`config.mk`:
```
export PLATFORM = sky130hd
export DESIGN_NAME = divider
export DESIGN_NICKNAME = d
export VERILOG_FILES = /design/src/rtl/divider.sv
export SDC_FILE = /design/constraint.sdc
export NUM_CORES = 1
export LEC_CHECK = 0
export ABC_AREA = 1
export CORE_MARGIN = 2
export CORE_UTILIZATION = 58
export CTS_CLUSTER_SIZE = 25
export DETAILED_ROUTE_END_ITERATION = 12
export PLACE_DENSITY = 0.81
export SLEW_MARGIN = 25
export SYNTH_ARGS = -nofsm -noshare
export SYNTH_HDL_FRONTEND = slang
export SYNTH_SLANG_ARGS = --single-unit
```
`constraint.sdc`:
```
create_clock -name clk -period 2.15 [get_ports clk]
set_input_delay 0.43 -clock clk [delete_from_list [all_inputs] [get_ports clk]]
set_output_delay 0.43 -clock clk [all_outputs]
set_load 0.02 [all_outputs]
```
`src/rtl/divider.sv`:
```
// Iterative restoring divider, signed/unsigned: result {rem, quo} after 34 edges (2 for a zero divisor).
// No backpressure: ready_o holds the result until start_i drops; annul_i aborts an unfinished divide.
module divider #(
  parameter int WIDTH = 32
) (
  input  logic                 clk,
  input  logic                 rst,
  input  logic                 start_i,
  input  logic                 signed_div_i,
  input  logic [WIDTH-1:0]     opdata1_i,
  input  logic [WIDTH-1:0]     opdata2_i,
  input  logic                 annul_i,
  output logic [2*WIDTH-1:0]   result_o,
  output logic                 ready_o,
  output logic                 busy_o
);

  localparam int CW = $clog2(WIDTH) + 1;

  typedef enum logic [1:0] {FREE, BYZERO, ON, END} state_t;

  state_t             state_q, state_d;
  logic [CW-1:0]      cnt_q, cnt_d;
  logic [2*WIDTH:0]   rem_q, rem_d;
  logic [WIDTH-1:0]   div_q, div_d;
  logic               qneg_q, qneg_d;
  logic               rneg_q, rneg_d;
  logic [2*WIDTH-1:0] result_q, result_d;
  logic               ready_q, ready_d;

  logic [2*WIDTH:0]   shifted;
  logic [WIDTH:0]     trial;
  logic               fits;
  logic [WIDTH-1:0]   op1_mag, op2_mag, q_mag, r_mag;

  always_comb begin
    op1_mag = (signed_div_i && opdata1_i[WIDTH-1]) ? -opdata1_i : opdata1_i;
    op2_mag = (signed_div_i && opdata2_i[WIDTH-1]) ? -opdata2_i : opdata2_i;

    // Upper WIDTH+1 bits hold the partial remainder, lower WIDTH bits shift
    // dividend out and quotient bits in.
    shifted = {rem_q[2*WIDTH-1:0], 1'b0};
    fits    = shifted[2*WIDTH:WIDTH] >= {1'b0, div_q};
    trial   = shifted[2*WIDTH:WIDTH] - {1'b0, div_q};
    q_mag   = rem_q[WIDTH-1:0];
    r_mag   = rem_q[2*WIDTH-1:WIDTH];

    state_d  = state_q;
    cnt_d    = cnt_q;
    rem_d    = rem_q;
    div_d    = div_q;
    qneg_d   = qneg_q;
    rneg_d   = rneg_q;
    result_d = result_q;
    ready_d  = ready_q;

    case (state_q)
      FREE: begin
        ready_d  = 1'b0;
        result_d = '0;
        if (start_i && !annul_i) begin
          if (opdata2_i == '0) begin
            state_d = BYZERO;
          end else begin
            state_d = ON;
            cnt_d   = '0;
            rem_d   = {{(WIDTH+1){1'b0}}, op1_mag};
            div_d   = op2_mag;
            qneg_d  = signed_div_i && (opdata1_i[WIDTH-1] ^ opdata2_i[WIDTH-1]);
            rneg_d  = signed_div_i && opdata1_i[WIDTH-1];
          end
        end
      end
      BYZERO: begin
        state_d  = annul_i ? FREE : END;
        ready_d  = !annul_i;
        result_d = '0;
      end
      ON: begin
        if (annul_i) begin
          state_d  = FREE;
          ready_d  = 1'b0;
          result_d = '0;
        end else if (cnt_q == CW'(WIDTH)) begin
          state_d  = END;
          ready_d  = 1'b1;
          result_d = {rneg_q ? -r_mag : r_mag, qneg_q ? -q_mag : q_mag};
        end else begin
          rem_d = fits ? {trial, shifted[WIDTH-1:1], 1'b1} : shifted;
          cnt_d = cnt_q + 1'b1;
        end
      end
      END: begin
        if (!start_i) begin
          state_d  = FREE;
          ready_d  = 1'b0;
          result_d = '0;
        end
      end
      default: begin
        state_d  = FREE;
        ready_d  = 1'b0;
        result_d = '0;
      end
    endcase
  end

  always_ff @(posedge clk) begin
    if (rst) begin
      state_q  <= FREE;
      cnt_q    <= '0;
      rem_q    <= '0;
      div_q    <= '0;
      qneg_q   <= 1'b0;
      rneg_q   <= 1'b0;
      result_q <= '0;
      ready_q  <= 1'b0;
    end else begin
      state_q  <= state_d;
      cnt_q    <= cnt_d;
      rem_q    <= rem_d;
      div_q    <= div_d;
      qneg_q   <= qneg_d;
      rneg_q   <= rneg_d;
      result_q <= result_d;
      ready_q  <= ready_d;
    end
  end

  assign result_o = result_q;
  assign ready_o  = ready_q;
  assign busy_o   = (state_q != FREE);

endmodule

```
## Word-level counts from Yosys, hierarchy flattened

Index checks and enable logic that the tools add are counted.

| word-level totals | value |
|---|---|
| bits in registers | 171 |
| input bits | 69 |
| word-level logic and storage cells | 71 |

| operators by class | value |
|---|---|
| add/subtract/negate cells | 6 |
| $lt $le $gt $ge | 1 |
| equality and inequality tests | 10 |
| muxes and demuxes | 30 |
| bitwise logic cells | 2 |
| reductions and logical operators | 14 |

Operator list:

| cell | count |
|---|---|
| $mux 64 | 8 |
| $pmux 64 s3 | 1 |
| $mux 32 | 4 |
| $neg 32->32 | 4 |
| $pmux 64 s2 | 1 |
| $ge 33x32->1 | 1 |
| $logic_not 32->1 | 1 |
| $sub 32x32->32 | 1 |
| $mux 6 | 4 |
| $mux 2 | 6 |
| $pmux 6 s2 | 1 |
| $ne 2x2->1 const B | 5 |
| $pmux 2 s4 | 1 |
| $add 6x1->6 const B | 1 |
| $eq 6x6->1 const B | 1 |
| $reduce_and 3->1 | 2 |
| $reduce_and 5->1 | 1 |
| $eq 2x2->1 const B | 2 |
| $logic_and 1x1->1 | 4 |
| $pmux 1 s4 | 1 |
| $reduce_bool 2->1 | 2 |
| $mux 1 | 3 |
| $ne 3x3->1 const B | 1 |
| $eq 2x1->1 const B | 1 |
| 6 further kinds | 6 |

## Logic depth before layout (Yosys ltp)

| logic depth | value |
|---|---|
| word-level depth | 5 |
| mapped depth | 17 |
| gate-level depth less buffers | 16 |

## Worst setup path after synthesis

OpenSTA, ideal clock, no wires.

| timing | value |
|---|---|
| kind | reg-to-reg |
| start | register rem_q[31] |
| end | register rem_q[60] |
| setup time | 0.132 ns |
| arrival time | 1.836 ns |
| path slack | 0.182 ns |
| stages on the path, launching flop included | 17 |
| path through | dfxtp_1 -> inv_1 -> ha_1 -> inv_1 -> fa_1 -> nand3_1 -> nand3_1 -> nand2_1 -> nand2_1 -> nand2_1 -> nand2_1 -> nand2_1 -> nand2_1 -> nand2_1 -> nand3_1 -> nand2_1 -> a21oi_1 |

| on the way | value |
|---|---|
| cells in the longest elaborated chain, start to end | 5 |

RTL lines:

| what | line | text |
|---|---|---|
| from (decl) | 24 | `logic [2*WIDTH:0] rem_q, rem_d;` |
| from (signal assigned) | 121 | `rem_q <= rem_d;` |
| $sub 32x32->32 / $ge 33x32->1 (equally long branches) | 44, 43 |  |
| $mux 64 (*) | 89 | `rem_d = fits ? {trial, shifted[WIDTH-1:1], 1'b1} : shifted;` |
| $mux 64 (*) | 84 | `end else if (cnt_q == CW'(WIDTH)) begin` |
| $mux 64 (*) | 80 | `if (annul_i) begin` |
| $pmux 64 s2 (*) | 57 | `case (state_q)` |

Mark *: on every way between the ends. The rest lies on a longest branch, timed or not. The select of a mux whose other input is x is not followed.
A chain may end at the register's enable or synchronous reset.

## Worst setup path in the final report

| timing | value |
|---|---|
| start | register rem_q[31] |
| end | register rem_q[50] |

The elaborated chain is that of the path after synthesis.

==> impl_metrics.csv <==
group,metric,value,unit
status,outcome,"complete, but fails checks",
status,violations,"setup timing",
clock_network,numCtsBuffers,17,
grt,antenna_found_initial,0,
critical_path,crit-reg2reg-launch,"rem_q[31]$_SDFFE_PP0P_",
grt,grt_overflow_total,0,
critical_path,cp.arrival,2.73,ns
yosys,syn_area,13000,µm²
clock_network,cts_hold_buffers,0,
clock_network,clock-sinks,171,
grt,grt_pass1_vias,14187,
yosys,synthDominantCellAreaShare,26.4,%
route,ant_nets,0,
placed_design,post_dp_cell_area,16500,µm²
critical_path,setup.worst_path.start,"rem_q[31]$_SDFFE_PP0P_",
pwr,power.leakage,8.59,nW
route,drtPass1Iterations,9,
sta,report.final.setup_viol,31,
critical_path,crit_path_start_kind,"flip-flop",
placed_design,gp_routability_congestion,1.04,
final_layout,antenna-diode-count,0,
pwr,total_switching_power,6.59,mW
route,post_drt_via_cell_ratio,5.81,
final_layout,layout.cells.most_common,"sky130_fd_sc_hd__nand2_1",
pwr,share_seq_of_total_power,27.1,%
pwr,switching_share,44.8,%
yosys,yosys_warnings,0,
yosys,synth-main-ff-cell,"sky130_fd_sc_hd__dfxtp_1",
placed_design,hpwlAfterDp,33.5,mm
final_layout,mostFrequentLayoutCells,"sky130_fd_sc_hd__nand2_1 (603), sky130_fd_sc_hd__buf_4 (282), sky130_fd_sc_hd__inv_1 (270), sky130_fd_sc_hd__nand3_1 (216), sky130_fd_sc_hd__a21oi_1 (201)",
floorplan,ios,135,
final_layout,finalInstanceArea,18300,µm²
pwr,comb_power_share,51.5,%
sta,setup_repair_after_global_routing_missed_its_margin,"yes",
final_layout,finish.utilization,83.7,%
sta,worst_hold_slack,0.415,ns
yosys,yosys_register_bits,171,
clock_network,cts-root-to-sink-buffers,2,
clock_network,tritoncts_clock_tree,"built",
yosys,ys_top_cells_by_area,"sky130_fd_sc_hd__dfxtp_1 (26%), sky130_fd_sc_hd__nand2_1 (19%), sky130_fd_sc_hd__nand3_1 (8.8%)",
critical_path,timing.critical_path.to,"rem_q[50]$_SDFFE_PP0P_",
sta,setup_ws,-0.203,ns
floorplan,placement_rows,54,
yosys,yosysSeqAreaShare,26.4,%
floorplan,chipWidth,154,µm
floorplan,die_area,23600,µm²
clock_network,root_buffer,"sky130_fd_sc_hd__clkbuf_16",
critical_path,cell_depth_of_the_worst_flop_to_flop_path,14,
critical_path,cp.required,2.53,ns
yosys,postSynth.asyncResetShare,0,%
yosys,netlist.top_cell.by_area,"sky130_fd_sc_hd__dfxtp_1",
pwr,internal_power,8.10,mW
sta,hold_violation_count_in_the_final_report,0,
placed_design,port_buffers,134,
clock_network,cts.clk_slew.worst_paths,0.08,ns
critical_path,regToRegEndpoint,"rem_q[50]$_SDFFE_PP0P_",
sta,fmaxAchievable,425,MHz
grt,global_routing_usage_summed_across_all_routing_layers,35.9,%
critical_path,setup_slack_of_the_most_critical_reg_to_reg_path,-0.20,ns
yosys,cell_count_after_synthesis,2204,
critical_path,critical_setup_path_kind,"reg -> reg",
yosys,syn-mean-instance-area,5.88,µm²
route,vias,16683,
yosys,number_of_enable_flip_flop_cells_after_synthesis,0,
floorplan,initial_utilization,59.2,%
final_layout,fin_nets,2691,
final_layout,drive_gt1_share,22.5,%
yosys,postSynthNetCount,2317,
sta,max-slew-margin-rel,57.2,%
final_layout,layout-area-overhead-vs-synth,41.3,%
pwr,power.density,802,nW/µm²
grt,maximum_number_of_pins_on_one_net_before_global_route_repair,131,
min_path,hold_class,"in -> reg",
floorplan,die_h,154,µm
flow_run,cap_viol_max_count,0,
route,drcViolationCount,0,
route,post_drt_wl_per_cell,16.9,µm
sta,fin_skew,0.0119,ns
clock_network,cts_htree_levels,4,
floorplan,core_area,21900,µm²
grt,grt_pass1_wl,70.0,mm
sta,period_minus_slack,2.35,ns
critical_path,worstPathMaxFanout,3,
critical_path,endpoint_kind,"flip-flop",
route,drt_wl_total,48.6,mm
sta,tightestPinTransition,0.642,ns
clock_network,worst_skew_pair.late_latency,0.46,ns
pwr,clock_power_share,21.4,%
sta,min_period_over_period,109,%
sta,maxSlewViolCount,0,
pwr,peakVddDrop,0.615,mV
route,drt_iter0_markers,1833,
yosys,synth_cell_type_count,45,
-- Yosys cell counts, drive strengths merged (3+ instances only) --
library cell  number
o21ai            118
dfxtp            171
o21bai             3
inv              307
nand3            232
o211ai             7
nand2            655
nor2             199
o31ai              3
or2                7
ha                43
buf               40
a31oi              5
xnor2             19
nor4               4
and2               3
xor2              39
nand4             27
a21oi            215
nor3              29
clkbuf            45
nand3b            12
a211oi            11
-- state kept, by name, indices dropped and copies added (netlist names) --
signal and cells:
div_q 32, state_q 2, rneg_q 1, cnt_q 6, qneg_q 1, ready_o 1, result_o 64, rem_q 64
-- stage by stage --
stage	instances	power, mW	TNS (ns)	setup WS (ns)
detailed placement	2818	10.2	-25.98	-0.351
CTS	2852	13.4	-0.00767	-0.00767
floorplan	2204	7.75	0	0.182
global route	2871	15.4	-2.93	-0.248
global placement	2818	10.0	-19.39	-0.253
finish	2871	14.7	-1.37	-0.203
-- critical path, cell delays in order, from the launching register on --
cell and delay, ns:
sky130_fd_sc_hd__dfxtp_2 0.33, sky130_fd_sc_hd__inv_2 0.07, sky130_fd_sc_hd__ha_4 0.13, sky130_fd_sc_hd__inv_2 0.05
sky130_fd_sc_hd__fa_2 0.39, sky130_fd_sc_hd__buf_6 0.14, sky130_fd_sc_hd__nand3_2 0.06, sky130_fd_sc_hd__nand3b_1 0.27
sky130_fd_sc_hd__nand2_1 0.23, sky130_fd_sc_hd__nand2_1 0.12, sky130_fd_sc_hd__nand2_1 0.11, sky130_fd_sc_hd__nand2_2 0.07
sky130_fd_sc_hd__nand2_2 0.09, sky130_fd_sc_hd__nand3_2 0.07, sky130_fd_sc_hd__a21oi_2 0.13
-- power by group through the flow --
stage	Combinational [mW]	Clock, mW	Sequential, mW
floorplan	3.85	0	3.89
global placement	6.08	0	3.96
detailed placement	6.19	0	3.98
CTS	6.43	3.09	3.92
global route	8.12	3.23	4.01
finish	7.57	3.14	3.99
-- worst min-delay path by stage --
stage               cells past startpoint  slack (ns)                        end                 startpoint
CTS                                     2        0.47  result_o[61]$_SDFFE_PP0P_  result_o[61]$_SDFFE_PP0P_
global placement                        2        0.45  result_o[22]$_SDFFE_PP0P_  result_o[22]$_SDFFE_PP0P_
detailed placement                      2        0.46  result_o[61]$_SDFFE_PP0P_  result_o[61]$_SDFFE_PP0P_
global route                            4        0.45      div_q[1]$_SDFFE_PP0P_               opdata2_i[1]
finish                                  4        0.41      div_q[1]$_SDFFE_PP0P_               opdata2_i[1]
floorplan                               2        0.43      div_q[2]$_SDFFE_PP0P_      div_q[2]$_SDFFE_PP0P_
-- layer usage --
layer | global-route usage (%) | share of wire, % | up-vias
li1 | - | - | 7837
met4 | 10.1 | 4.9 | 2
met5 | 2.07 | 0.13 | -
met3 | 5.13 | 11 | 236
met2 | 55.0 | 43 | 1147
met1 | 52.6 | 41 | 7461
-- area by class of cell --
cell class                      instances  area, µm²
Multi-Input combinational cell       1640       8810
Timing Repair Buffer                  440       3950
Fill cell                            1459       3580
Sequential cell                       171       3470
Inverter                              308       1160
Clock buffer                           17        425
Tap cell                              280        350
Clock inverter                         15        151
-- repair_timing --
item	in CTS	in global routing
resized for setup	45	202
pin swaps	7	46
gates cloned	1	5
endpoints found under the setup margin	34	134
setup buffers	1	14
-- kinds of logic (layout without fill, tap and decap cells) --
kind of cell    after synthesis  after routing  share of synthesized area (%)
xor+xnor                     58             58                           3.92
compound gates              370            370                           15.0
simple gates               1168           1168                           38.2
flops                       171            171                           26.4
buf+inv                     393            780                           12.2
fa+ha+maj                    44             44                           4.30
Power figures use the tool's default switching activity.
